### config.mk
export PLATFORM = sky130hd
export DESIGN_NAME = sdm_tx
export DESIGN_NICKNAME = d
export VERILOG_FILES = /design/src/rtl/sdm_tx.sv
export SDC_FILE = /design/constraint.sdc
export NUM_CORES = 1
export LEC_CHECK = 0
export CAP_MARGIN = 10
export CORE_AREA = 2 2 131 133
export DETAILED_ROUTE_END_ITERATION = 10
export DIE_AREA = 0 0 133 135
export HOLD_SLACK_MARGIN = 0.12
export PLACE_DENSITY = 0.77
export SYNTH_ARGS = -nofsm -noshare
export SYNTH_HDL_FRONTEND = slang
export SYNTH_SLANG_ARGS = --single-unit
### constraint.sdc
create_clock -name SYSCLK -period 26.7 [get_ports SYSCLK]
set_input_delay 8.01 -clock SYSCLK [delete_from_list [all_inputs] [get_ports SYSCLK]]
set_output_delay 8.01 -clock SYSCLK [all_outputs]
set_load 0.03 [all_outputs]
### src/rtl/sdm_tx.sv
// sdm_tx: sigma-delta modulator / transmitter.
// Converts parallel signed PCM samples into a 1-bit direct stream (DSDOUT)
// plus its sigma-delta clock (SDCLKOUT); DSDOUT is meant to be sampled on the
// SDCLKOUT rising edge. First- or second-order loop with saturating integrators.
// Optional build macro SDM_DITHER_EN adds a 2-bit LFSR dither to the last
// integrator input; when undefined the loop is the plain reference loop.
module sdm_tx #(
  parameter int DW   = 16,
  parameter int ACCW = 24
) (
  input  logic          SYSCLK,
  input  logic          SYSRST,
  input  logic          reg_moden,
  input  logic          reg_modorder,
  input  logic [3:0]    reg_moddiv,
  input  logic [7:0]    reg_modosr,
  input  logic [DW-1:0] sample_data,
  input  logic          sample_valid,
  output logic          sample_ready,
  output logic          DSDOUT,
  output logic          SDCLKOUT,
  output logic          bit_strobe,
  output logic          mod_underflow
);

  // Extended width for integrator sums before saturation.
  localparam int EW = ACCW + 2;
  localparam logic signed [EW-1:0] FS_E  = {{(EW-DW){1'b0}}, 1'b1, {(DW-1){1'b0}}};
  localparam logic signed [EW-1:0] MAX_E = {{(EW-ACCW+1){1'b0}}, {(ACCW-1){1'b1}}};
  localparam logic signed [EW-1:0] MIN_E = {{(EW-ACCW+1){1'b1}}, {(ACCW-1){1'b0}}};

  typedef enum logic [1:0] {
    S_IDLE,
    S_PRIME,
    S_RUN
  } state_t;

  state_t state_q, state_d;

  logic [3:0]             cnt_q, div_q;
  logic [7:0]             bitcnt_q;
  logic                   sdclk_q, dsd_q, strobe_q, uflow_q;
  logic [DW-1:0]          hold_q, cur_q;
  logic                   hold_full_q;
  logic signed [ACCW-1:0] i1_q, i2_q;
  logic                   order_q;

  logic                   run, prime, clr, load, term, tick, wrap;
  logic signed [EW-1:0]   x_e, fb_e, dith_e, d1_e, d2_e, s1, s2;
  logic signed [ACCW-1:0] i1_n, i2_n;
  logic                   dsd_n;

  function automatic logic signed [ACCW-1:0] sat(input logic signed [EW-1:0] v);
    if (v > MAX_E)      sat = MAX_E[ACCW-1:0];
    else if (v < MIN_E) sat = MIN_E[ACCW-1:0];
    else                sat = v[ACCW-1:0];
  endfunction

  // State register.
  always_ff @(posedge SYSCLK or posedge SYSRST) begin
    if (SYSRST) state_q <= S_IDLE;
    else        state_q <= state_d;
  end

  // Next-state logic; disabling the modulator wins from any state.
  always_comb begin
    state_d = state_q;
    if (!reg_moden) begin
      state_d = S_IDLE;
    end else begin
      case (state_q)
        S_IDLE:  state_d = S_PRIME;
        S_PRIME: if (load) state_d = S_RUN;
        S_RUN:   state_d = S_RUN;
        default: state_d = S_IDLE;
      endcase
    end
  end

  // Output / control decode from state and datapath registers.
  always_comb begin
    run           = (state_q == S_RUN);
    prime         = (state_q == S_PRIME);
    clr           = !reg_moden || (state_q == S_IDLE);
    sample_ready  = !hold_full_q;
    load          = sample_valid && sample_ready;
    term          = run && (cnt_q == div_q);
    tick          = term && sdclk_q;
    wrap          = tick && (bitcnt_q >= reg_modosr);
    DSDOUT        = dsd_q;
    SDCLKOUT      = sdclk_q;
    bit_strobe    = strobe_q;
    mod_underflow = uflow_q;
  end

`ifdef SDM_DITHER_EN
  logic [15:0] lfsr_q;

  // Galois LFSR x^16+x^14+x^13+x^11+1, one step per emitted bit.
  always_ff @(posedge SYSCLK or posedge SYSRST) begin
    if (SYSRST)    lfsr_q <= 16'hACE1;
    else if (clr)  lfsr_q <= 16'hACE1;
    else if (tick) lfsr_q <= {1'b0, lfsr_q[15:1]} ^ (lfsr_q[0] ? 16'hB400 : 16'h0000);
  end

  // Signed 2-bit dither taken from the LFSR low bits.
  always_comb dith_e = {{(EW-2){lfsr_q[1]}}, lfsr_q[1:0]};
`else
  // No dither in the reference loop.
  always_comb dith_e = '0;
`endif

  // Loop arithmetic for the next bit; dither goes into the last integrator only.
  always_comb begin
    x_e   = {{(EW-DW){cur_q[DW-1]}}, cur_q};
    fb_e  = dsd_q ? FS_E : -FS_E;
    d1_e  = order_q ? '0 : dith_e;
    d2_e  = order_q ? dith_e : '0;
    s1    = {{(EW-ACCW){i1_q[ACCW-1]}}, i1_q} + x_e - fb_e + d1_e;
    i1_n  = sat(s1);
    s2    = {{(EW-ACCW){i2_q[ACCW-1]}}, i2_q} + {{(EW-ACCW){i1_n[ACCW-1]}}, i1_n} - fb_e + d2_e;
    i2_n  = sat(s2);
    dsd_n = order_q ? ~i2_n[ACCW-1] : ~i1_n[ACCW-1];
  end

  // Divider, bit loop, sample buffering; IDLE holds everything cleared and
  // silently drops any sample offered while disabled.
  always_ff @(posedge SYSCLK or posedge SYSRST) begin
    if (SYSRST) begin
      cnt_q       <= '0;
      div_q       <= '0;
      bitcnt_q    <= '0;
      sdclk_q     <= 1'b0;
      dsd_q       <= 1'b0;
      strobe_q    <= 1'b0;
      uflow_q     <= 1'b0;
      hold_q      <= '0;
      cur_q       <= '0;
      hold_full_q <= 1'b0;
      i1_q        <= '0;
      i2_q        <= '0;
      order_q     <= 1'b0;
    end else if (clr) begin
      cnt_q       <= '0;
      div_q       <= reg_moddiv;
      bitcnt_q    <= '0;
      sdclk_q     <= 1'b0;
      dsd_q       <= 1'b0;
      strobe_q    <= 1'b0;
      uflow_q     <= 1'b0;
      hold_q      <= '0;
      cur_q       <= '0;
      hold_full_q <= 1'b0;
      i1_q        <= '0;
      i2_q        <= '0;
      order_q     <= reg_modorder;
    end else begin
      strobe_q <= tick;
      uflow_q  <= wrap && !hold_full_q;

      // Divider: the divisor is re-latched only at terminal count.
      if (term) begin
        cnt_q   <= '0;
        div_q   <= reg_moddiv;
        sdclk_q <= ~sdclk_q;
      end else if (run) begin
        cnt_q <= cnt_q + 4'd1;
      end else begin
        div_q <= reg_moddiv;
      end

      // Bit emission on the SDCLKOUT falling toggle; an order change only
      // takes effect at a sample boundary, restarting from cleared integrators.
      if (tick) begin
        dsd_q    <= dsd_n;
        bitcnt_q <= wrap ? 8'd0 : bitcnt_q + 8'd1;
        if (wrap && (order_q != reg_modorder)) begin
          i1_q    <= '0;
          i2_q    <= '0;
          order_q <= reg_modorder;
        end else begin
          i1_q <= i1_n;
          if (order_q) i2_q <= i2_n;
        end
      end

      // First sample bypasses holding; afterwards holding feeds current at
      // each boundary, and an empty holding register leaves current reused.
      if (prime) begin
        order_q <= reg_modorder;
        if (load) cur_q <= sample_data;
      end else begin
        if (wrap && hold_full_q) cur_q <= hold_q;
        if (load) hold_q <= sample_data;
        hold_full_q <= load || (hold_full_q && !wrap);
      end
    end
  end

endmodule

Yosys cells after proc, flatten, opt, wreduce, memory -nomap -nowiden
Index checks and enable logic that the tools add are counted.
Widths: inputs -> output; s select.
{"block": "word_totals", "mem_bits_ro": 0, "in_bits": 33, "n_memories": 0, "ram_bits": 0, "latchBits": 0, "regBits": 104}
{"block": "classes", "shift": 0, "n_eq_ne": 8, "addsub": 6, "order_cmp": 5, "multipliers": 0, "bitwise_logic": 3, "n_mux": 43, "n_div": 0, "reduce_logical": 26}
{"op": "$mux 24", "count": 11}
{"op": "$mux 16", "count": 6}
{"op": "$gt 26x24->1 const B", "count": 2}
{"op": "$lt 26x24->1 const B", "count": 2}
{"op": "$sub 26x26->26", "count": 2}
{"op": "$mux 26", "count": 1}
{"op": "$add 24x16->25", "count": 1}
{"op": "$add 24x24->25", "count": 1}
{"op": "$mux 4", "count": 6}
{"op": "$mux 8", "count": 3}
{"op": "$reduce_bool 3->1", "count": 5}
{"op": "$mux 1", "count": 13}
{"op": "$add 8x1->8 const B", "count": 1}
{"op": "$ge 8x8->1", "count": 1}
{"op": "$logic_and 1x1->1", "count": 8}
{"op": "$reduce_and 2->1", "count": 4}
{"op": "$ne 3x1->1 const B", "count": 2}
{"op": "$pmux 2 s3", "count": 1}
{"op": "$reduce_bool 2->1", "count": 3}
{"op": "$add 4x1->4 const B", "count": 1}
{"op": "$eq 4x4->1", "count": 1}
{"op": "$mux 2", "count": 2}
{"op": "$logic_not 1->1", "count": 3}
{"op": "$ne 3x2->1 const B", "count": 1}
{"op": "7 further kinds", "count": 10}

Logic depth before layout (Yosys ltp)
{"block": "depth", "ltp_word": 14, "mapped_depth": 43, "depth_no_buf": 41}

Least setup slack after synthesis
Ideal clock, no wire load.
{"block": "synth_path", "path_type": "input to register", "startpoint": "in reg_modosr[0]", "endpoint": "reg i1_q[13]", "n_path_buf": 1, "arrival_ns": 10.219, "stages": 10, "setup_slack_ns": 16.415, "cell_sequence": "ha_1 nand2b_1 a21o_1 a21oi_1 o21ai_1 o41ai_2 o21ai_1 nor2_1 buf_2 a221o_1"}
{"block": "synth_via", "elab_chain_cells": 6}
{"item": "from (decl)", "line": "16", "rtl": "input logic [7:0] reg_modosr,"}
{"item": "$ge 8x8->1", "line": "89", "rtl": "wrap = tick && (bitcnt_q >= reg_modosr);"}
{"item": "$logic_and 1x1->1", "line": "89"}
{"item": "$logic_and 1x1->1", "line": "177", "rtl": "if (wrap && (order_q != reg_modorder)) begin"}
{"item": "$mux 24", "line": "177"}
{"item": "$mux 24", "line": "174", "rtl": "if (tick) begin"}
{"item": "$mux 24", "line": "143", "rtl": "end else if (clr) begin"}
{"item": "to (signal assigned)", "line": "182", "rtl": "i1_q <= i1_n;"}
{"item": "to (decl)", "line": "45", "rtl": "logic signed [ACCW-1:0] i1_q, i2_q;"}
No other way between the ends. The select of a mux whose other input is x is not followed.
A chain may end at the register's enable or synchronous reset.

Worst setup path in the final report
{"block": "layout_path", "startpoint": "in reg_modosr[0]", "endpoint": "reg i1_q[1]"}
The elaborated chain is that of the path after synthesis.

==> impl_metrics.json <==
{
  "status": "finished clean",
  "synth_fp_nets": 1032,
  "rsz0062_at_grt": "false",
  "die_y_um": 135,
  "seq_area_frac_synth": 0.322,
  "fin_worst_skew_ns": 0.0131,
  "grt_remaining_overflow": 0,
  "post-route-util": 0.547,
  "synthCells": 916,
  "worstPathArrival_ns": 11.33,
  "cts_setup_buffers": 0,
  "vias": 6740,
  "synth-edff-count": 0,
  "die-area_um2": 18000,
  "cts_tree": "built",
  "slew_headroom": 0.200,
  "num_rows": 47,
  "critPathKind": "input port to flip-flop",
  "grt_pass1_vias": 6274,
  "cts_root_buf": "clkbuf_16",
  "gp_congestion": 0.858,
  "vias_per_cell": 5.78,
  "grt_pass1_wl_um": 29900,
  "postRouteAntennaNets": 0,
  "die_w_um": 133,
  "synthArstFlopShare": 1.00,
  "ir_drop_uv": 49.4,
  "power.leakage_uw": 0.00431,
  "end_kind": "flip-flop",
  "drtIter0Drc": 446,
  "dp_hpwl_um": 13300,
  "n_fill_cell": 1497,
  "ys_types": 79,
  "hp-class": "flip-flop to flip-flop",
  "initial_core_util": 0.493,
  "worstSetupStartpoint": "reg_modosr[0]",
  "coreArea_um2": 16400,
  "antenna_found_initial": 0,
  "yosysWarningCount": 0,
  "critPathSlowestCell": "o41ai_2",
  "io_buffers": 37,
  "h-tree-depth": 3,
  "multi_input_area_um2": 5180,
  "areaGrowthSynthToFinish_pct": 10.8,
  "worstSkewPairLatency_ns": 0.36,
  "numCtsBuffers": 9,
  "drt-wirelength-per-cell_um": 15.3,
  "cts_sinks": 104,
  "clk_path_buf_depth": 2,
  "path_cells": "clkdlybuf4s50_1 -> ha_1 -> nand2b_1 -> a21o_1 -> a21oi_1 -> o21ai_1 -> o41ai_2 -> o21ai_1 -> buf_4 -> nor2_1 -> buf_4 -> a221o_1",
  "start_kind": "input port",
  "tns_ns": 0,
  "cp_max_fo": 18,
  "synth_ff_type": "dfrtp_1",
  "drc_errors": 0,
  "ys_ff_latch": 104,
  "post-place-cells": 1151,
  "finalMaxSlewViolations": 0,
  "setup_viol": 0,
  "gr-usage-all-layers": 0.202,
  "max_freq_ghz": 0.0906,
  "register_area_um2": 2600,
  "cp.buffers_inverters": 3,
  "p_per_area_nw_per_um2": 56.2,
  "drt_wl_total_um": 17900,
  "fin_nets": 1058,
  "max_stage_delay_ns": 0.73,
  "avgSynthCellArea_um2": 8.83,
  "crit_family": "compound AO/OA/AOI/OAI gates",
  "power_uw": 504,
  "min-delay-start": "hold_full_q$_DFFE_PP0P_",
  "final_cells": 1167,
  "final_layout_size_suffix_gt1_frac": 0.0845,
  "synth_area_um2": 8090,
  "clk_pin_slew_ns": 0.07,
  "place_area_um2": 8670,
  "antenna_cells": 0,
  "hold_viol": 0,
  "timing.max_cap.violations": 0,
  "period_minus_slack_ns": 11.04,
  "worstPathRequired_ns": 26.99,
  "cts.hold.buffers_added": 0,
  "final_area_um2": 8970,
  "grt_start_max_net_pins": 83,
  "rr_startpoint": "cur_q[0]$_DFFE_PP0P_",
  "finalCritPeriodShare": 0.414,
  "first_pass_iters": 7,
  "ios": 38,
  "cts_resized": 0,
  "tightest_slew_ns": 1.20
}
cells in the mapped netlist, types with 3 or more instances:
cell type	count	area (µm²)
clkbuf_1	22	82.6
nor2_1	51	191
a31oi_1	9	56.3
a21boi_0	3	22.5
buf_1	3	11.3
o21ai_0	64	320
o21ai_2	20	175
o21ai_1	4	20.0
and3_1	6	37.5
a21oi_1	82	410
a221o_1	7	70.1
o211ai_1	5	37.5
or2_2	8	50.1
buf_6	3	33.8
xor2_1	20	175
o31ai_1	22	165
inv_1	42	158
buf_2	3	15.0
nand3_1	19	95.1
a311oi_1	3	26.3
o21bai_1	8	60.1
ha_1	79	988
nand2_1	97	364
nand2b_1	16	100
a211oi_1	4	30.0
a211o_1	17	149
a22o_1	4	35.0
nor3_1	29	145
xnor2_1	37	324
and2_1	5	31.3
o21a_1	9	67.6
nor4_1	4	25.0
o22ai_1	4	25.0
dfrtp_1	104	2600
a21o_1	24	180
fa_1	4	80.1
mux2i_1	17	170
mux2_2	5	56.3
nor2b_1	4	25.0
layout by cell type (no fill, tap or decap), types with 24 or more instances in the layout:
master and instances:
inv_1 41, ha_1 79, nor3_1 29, a21oi_1 81
dfrtp_1 104, xnor2_1 37, o21ai_0 64, nor2_1 50
a21o_1 24, nand2_1 97, clkdlybuf4s50_1 37
power by group:
group	total (µW)	switching [µW]	internal [µW]	leakage (µW)
Sequential	177	10.1	167	0.00143
Combinational	194	122	71.2	0.00273
Clock	134	67.3	66.2	0.000147
per-stage QoR:
stage / setup WS (ns) / hold WS [ns]
after floorplan: 15.96 / 0.436
after global placement: 15.38 / 0.456
after detailed placement: 15.31 / 0.473
after CTS: 15.67 / 0.492
after global routing: 14.93 / 0.501
final: 15.66 / 0.487
flip-flops by register name (all words and copies together) (netlist names):
name,count
bitcnt_q,8
div_q,4
DSDOUT,1
cnt_q,4
bit_strobe,1
hold_q,16
cur_q,16
i1_q,24
order_q,1
state_q,2
mod_underflow,1
hold_full_q,1
i2_q,24
SDCLKOUT,1
cells by family after synthesis:
logic type               count (synthesis)  share of synthesized area
multiplexers                            22                     0.0280
buffers and inverters                   75                     0.0390
flip-flops                             104                      0.322
AO/OA/AOI/OAI                          316                      0.263
adder cells (fa/ha/maj)                 83                      0.132
AND/OR/NAND/NOR                        259                      0.154
XOR/XNOR                                57                     0.0617
final cells by class:
cell class,count,share of cell area
Timing Repair Buffer,48,0.0505
Clock inverter,7,0.00781
Tap cell,220,0.0307
Inverter,42,0.0179
Multi-Input combinational cell,737,0.578
Sequential cell,104,0.290
Clock buffer,9,0.0251
per-layer routing:
metal | vias to the layer above | wire length, µm | global-route usage
met5 | - | 0 | 0
li1 | 3410 | - | -
met1 | 3228 | 8800 | 0.280
met2 | 88 | 8470 | 0.337
met3 | 14 | 448 | 0.0233
met4 | 0 | 187 | 0.0550
path summary, 6_finish.rpt:
kind | cells after the start | to | slack (ns)
min in group asynchronous | 2 | bitcnt_q[0]$_DFFE_PP0P_ | 7.96
worst min-delay path | 1 | mod_underflow$_DFF_PP0_ | 0.49
max in group asynchronous | 3 | i1_q[19]$_DFFE_PP0P_ | 17.40
worst min register to register | 1 | mod_underflow$_DFF_PP0_ | 0.49
worst max register to register | 38 | i2_q[13]$_DFFE_PP0P_ | 15.81
worst max-delay path | 12 | i1_q[1]$_DFFE_PP0P_ | 15.66
Note: power is estimated with default switching activity, not from simulation.
